### src/rtl/rom_dl_writer.sv
// rom_dl_writer: ioctl download words -> FIFO -> byte-swapped toggle-handshake ddram writes; define ROM_DL_CHECKSUM_EN for the Genesis header checksum
module rom_dl_writer #(
  parameter int FIFO_DEPTH = 4,
  parameter int ADDR_W = 25
) (
  input  logic              clk_sys,
  input  logic              reset_n,
  input  logic              dl_active,
  input  logic              dl_wr,
  input  logic [ADDR_W-1:0] dl_addr,
  input  logic [15:0]       dl_data,
  output logic              dl_wait,
  output logic [ADDR_W-1:0] mem_addr,
  output logic [15:0]       mem_din,
  output logic              mem_req,
  input  logic              mem_ack,
  output logic [ADDR_W-1:0] rom_size,
  output logic              overflow,
  output logic              done
`ifdef ROM_DL_CHECKSUM_EN
  ,
  output logic [15:0]       checksum,
  output logic              checksum_ok
`endif
);
  localparam int PW = $clog2(FIFO_DEPTH);
  localparam logic [PW:0] FULL_C = (PW+1)'(FIFO_DEPTH);
  localparam logic [PW:0] HWM_C = (PW+1)'(FIFO_DEPTH - 1);
  typedef enum logic [1:0] {SYNC, IDLE, WAIT} state_t;
  state_t state, state_n;
  logic [ADDR_W+15:0] fifo [FIFO_DEPTH];
  logic [PW-1:0] wr_ptr, rd_ptr;
  logic [PW:0] count, count_n;
  logic act_q, rise, fall, wr_req, full, push, drop, pop, settled, flush, drain_ok;
  logic [ADDR_W-1:0] size_cand;
  logic [15:0] swapped;
  // edge detection, FIFO accounting and next-state decode
  always_comb begin
    rise = dl_active & ~act_q;
    fall = ~dl_active & act_q;
    settled = mem_ack == mem_req;
    wr_req = dl_wr & dl_active;
    full = (count == FULL_C) & ~rise;
    push = wr_req & ~full;
    drop = wr_req & full;
    pop = (state == IDLE) & (count != '0) & ~rise;
    count_n = rise ? (PW+1)'(push) : count + (PW+1)'(push) - (PW+1)'(pop);
    swapped = {dl_data[7:0], dl_data[15:8]};
    size_cand = dl_addr + ADDR_W'(2);
    drain_ok = flush & (count == '0) & settled;
    state_n = (state == SYNC && settled) ? IDLE :
              (state == IDLE && pop) ? WAIT :
              (state == WAIT && settled) ? IDLE : state;
  end
  // FIFO storage needs no reset; occupancy is tracked by the pointers
  always_ff @(posedge clk_sys)
    if (push) fifo[rise ? PW'(0) : wr_ptr] <= {dl_addr, swapped};
  // control state, write request issue and download bookkeeping
  always_ff @(posedge clk_sys or negedge reset_n)
    if (!reset_n) begin
      state <= SYNC;
      act_q <= 1'b0;
      count <= '0;
      wr_ptr <= '0;
      rd_ptr <= '0;
      dl_wait <= 1'b0;
      mem_addr <= '0;
      mem_din <= '0;
      mem_req <= 1'b0;
      rom_size <= '0;
      overflow <= 1'b0;
      flush <= 1'b0;
      done <= 1'b0;
    end else begin
      state <= state_n;
      act_q <= dl_active;
      count <= count_n;
      wr_ptr <= rise ? PW'(push) : wr_ptr + PW'(push);
      rd_ptr <= rise ? PW'(0) : rd_ptr + PW'(pop);
      dl_wait <= (state_n == SYNC) | (count_n >= HWM_C);
      if (pop) begin
        {mem_addr, mem_din} <= fifo[rd_ptr];
        mem_req <= ~mem_req;
      end
      rom_size <= rise ? (push ? size_cand : '0) : (push && size_cand > rom_size) ? size_cand : rom_size;
      overflow <= (overflow & ~rise) | drop;
      flush <= rise ? 1'b0 : fall ? 1'b1 : drain_ok ? 1'b0 : flush;
      done <= drain_ok & ~rise;
    end
`ifdef ROM_DL_CHECKSUM_EN
  logic [15:0] hdr;
  // header word capture and sum of body words from 0x200 up, checked when the download drains
  always_ff @(posedge clk_sys or negedge reset_n)
    if (!reset_n) begin
      checksum <= '0;
      hdr <= '0;
      checksum_ok <= 1'b0;
    end else begin
      checksum <= (rise ? 16'h0 : checksum) + ((push && dl_addr >= ADDR_W'(12'h200)) ? swapped : 16'h0);
      hdr <= (push && dl_addr == ADDR_W'(12'h18E)) ? swapped : rise ? 16'h0 : hdr;
      checksum_ok <= rise ? 1'b0 : (drain_ok ? checksum == hdr : checksum_ok);
    end
`endif
endmodule

### config.mk
export PLATFORM = sky130hd
export DESIGN_NAME = rom_dl_writer
export DESIGN_NICKNAME = d
export VERILOG_FILES = /design/src/rtl/rom_dl_writer.sv
export SDC_FILE = /design/constraint.sdc
export NUM_CORES = 1
export LEC_CHECK = 0
export CAP_MARGIN = 20
export CORE_ASPECT_RATIO = 0.6
export CORE_MARGIN = 10
export CORE_UTILIZATION = 60
export DETAILED_ROUTE_END_ITERATION = 8
export DONT_BUFFER_PORTS = 1
export HOLD_SLACK_MARGIN = 0.03
export PLACE_DENSITY = 0.76
export SETUP_SLACK_MARGIN = 0.1
export SLEW_MARGIN = 15
export SYNTH_ARGS = -nofsm -noshare
export SYNTH_HDL_FRONTEND = slang
export SYNTH_SLANG_ARGS = --single-unit
export TNS_END_PERCENT = 20
### constraint.sdc
create_clock -name clk_sys -period 4.3 [get_ports clk_sys]
set_input_delay 1.29 -clock clk_sys [delete_from_list [all_inputs] [get_ports clk_sys]]
set_output_delay 1.29 -clock clk_sys [all_outputs]
set_load 0.01 [all_outputs]
==> flow_summary.yaml, run 1 <==
run_status:
  status: "finished, final reports clean"
global_route:
  grt_pass1_vias: 6353
  antenna_found_initial: 0
  grtUsageMet1: 0.289
  grt_busiest_layer: "met2"
  grt_pass1_wl_um: 38200
  track_usage: 0.202
  gr-total-overflow: 0
  grt_max_degree: 82
  met3_usage: 0.0647
  gr-usage-met2: 0.303
routing:
  routed_wl_um: 24700
  vias_per_cell: 6.42
  route.detailed.wl_per_inst_um: 24.8
  drt_iter0_markers: 555
  drtPass1Iterations: 5
  drcViolationCount: 0
  via_count: 6401
  drtAntennaViolNets: 0
timing:
  maxSlewViolCount: 0
  worst_pin_slew_ps: 887
  min_period_ps: 3750
  period_share: 0.871
  fmax_ghz: 0.267
  clock-skew-final_ps: 21.3
  rsz0062_at_grt: "false"
  hold_violations: 0
  max_slew_margin: 0.409
  fin_hold_ws_ps: 472
  setup_ws_ps: 554
  setup_viol: 0
  finalSetupTns_ps: 0
setup_path:
  end_kind: "flip-flop"
  required_ps: 4670
  path_buf_inv: 1
  cp-start-kind: "primary input"
  crit_top_cell: "nand4_1"
  cp_slowest_cell: "or4_4"
  max_stage_delay_ps: 630
  cp_top_family: "simple AND/OR/NAND/NOR gates"
  critPathKind: "primary input to flip-flop"
  crit_path_max_fanout: 14
  cp_cell_sequence: "nand4_1 -> or4_4 -> nor4_4 -> xor2_2 -> ha_1 -> nand4_1 -> nor4_2 -> a21o_1 -> buf_12 -> a211oi_1 -> o21ai_0 -> nand3_1"
  cp.arrival_ps: 4110
place:
  hpwl_um: 16400
  pre_cts_ws_ps: 25.2
  finalWeightedCongestion: 0.865
  io_buffers: 0
  place_area_um2: 11300
synthesis:
  yosysMostFrequentCell: "edfxtp_1"
  async_reset_ff_frac: 0.331
  ys.flop_type: "edfxtp_1"
  netlist_top_cells_count: "164 x edfxtp_1, 81 x dfrtp_1, 58 x nand3_1"
  synth.yosys.seq_area_share: 0.642
  yosysWarnings: 0
  syn_area_per_cell_um2: 14.8
  synthesis.area_um2: 10800
  synthCells: 729
  synth_cell_type_count: 45
  synth_nets: 808
  synth.area.top_cells: "edfxtp_1 46%, dfrtp_1 19%, mux4_2 8.5%"
  synth_top_area_cell: "edfxtp_1"
  synth_edf_count: 164
  ys_seq_elements: 245
  synth_top_area_frac: 0.455
floorplanning:
  boundaryPins: 116
  fp-row-count: 37
  die_x_um: 193
  core_um2: 17400
  die-height_um: 124
  dieArea_um2: 24000
  initial_utilization: 0.622
power_and_ir_drop:
  ir_worst_vdd_mv: 0.428
  power_w: 0.00758
  p_leak_nw: 4.45
  power_density_nw_per_um2: 633
final_layout:
  nets: 826
  diodes: 0
  layout-drive-gt1-share: 0.216
  syn_to_final_growth_pct: 10.6
  final_area_um2: 12000
cts:
  clock_sinks: 245
  clock_latency_ps: 510
  path_clk_slew_ps: 60
  cts_tree: "built"
  postCtsHoldBufs: 0
  htree_levels: 1
  cts.path.max_buffers: 3
  clockRootBuffer: "clkbuf_16"
  postCtsSetupBuffers: 0
  cts_buffers: 22
  cts_resized: 0
run:
  drv_cap: 0
hold_path:
  hp-class: "primary input to async pin"
[layer usage]
layer / vias to the layer above / wire length, um
li1: 2824 / -
met5: - / 0
met2: 263 / 11000
met3: 25 / 2550
met4: 0 / 286
met1: 3289 / 10900
[logic make-up after synthesis]
family                     count (synthesis)  share of synthesized area
AOI/OAI and AO/OA                         88                     0.0550
xor gates and xnor gates                  26                     0.0224
adders and majority gates                 33                     0.0388
buffers and inverters                     83                     0.0294
DFF                                      245                      0.642
muxes                                     83                      0.129
and+or+nand+nor                          171                     0.0829
[layout by cell type (no fill, tap or decap), types with 3 or more instances in the layout]
master and instances:
mux4_2 41, inv_1 45, mux2_2 42, a21oi_1 18
clkinv_2 4, o21ai_0 12, buf_4 28, nor2b_1 5
nor2_4 3, nand4_1 13, and3_1 4, nor4_1 4
clkbuf_1 7, o211ai_1 23, nor3_1 5, clkbuf_8 3
nand3_1 58, nand2_1 20, clkbuf_16 23, xor2_1 6
a22oi_1 24, xnor2_1 18, edfxtp_1 164, nor2_1 45
dfrtp_1 79, ha_1 32, buf_12 4
[power breakdown]
| group | internal [W] | total, W | switching [W] |
|---|---|---|---|
| sequential | 0.00303 | 0.00368 | 0.000645 |
| combinational | 0.00103 | 0.00205 | 0.00102 |
| clock | 0.00104 | 0.00186 | 0.000820 |
| total | 0.00509 | 0.00758 | 0.00249 |
[per-stage QoR]
step                utilization  std cells
finish                    0.688        997
global route              0.688        997
CTS                       0.686        996
detailed placement        0.647        956
global placement          0.646        955
floorplan                     -        729
[state kept, by name, indices dropped and copies added, names as in the netlist]
register	cells
rom_size	25
rd_ptr	2
mem_addr	25
fifo	164
mem_din	16
wr_ptr	2
act_q	1
overflow	1
count	3
state	2
flush	1
done	1
mem_req	1
dl_wait	1
[path summary, 6_finish.rpt]
kind / startpoint / endpoint / slack, ps / depth (start not counted)
setup / recovery: dl_addr[1] / rom_size[19]$_DFFE_PN0P_ / 550 / 12
hold / removal: reset_n / mem_addr[2]$_DFFE_PN0P_ / 470 / 0
setup reg to reg: act_q$_DFF_PN0_ / dl_wait$_DFF_PN0_ / 1200 / 14
hold reg to reg: flush$_DFFE_PN0P_ / flush$_DFFE_PN0P_ / 540 / 2
max in group asynchronous: reset_n / rd_ptr[0]$_DFF_PN0_ / 3610 / 0
min in group clk_sys: flush$_DFFE_PN0P_ / flush$_DFFE_PN0P_ / 540 / 2
[final cells by class]
cell class / count / area [um^2]
fill: 1150 / 5440
inverter: 45 / 169
sequential: 245 / 6960
multi-input combinational: 401 / 3580
clock buffer: 33 / 643
timing repair buffer: 32 / 290
clock inverter: 7 / 35.0
tap: 234 / 293
No activity file was read; power rests on OpenSTA's default activity.
==> run 2: changes to the inputs <==
Settings changed: SLEW_MARGIN 15 to 10.
==> results of run 2 <==
Final layout, timing and power as in run 1 (identical DEF).
==> run 3: changes to the inputs <==
Settings changed: CTS_CLUSTER_SIZE set to 20.
==> results of run 3 <==
Final layout, timing and power as in run 1 (identical DEF).
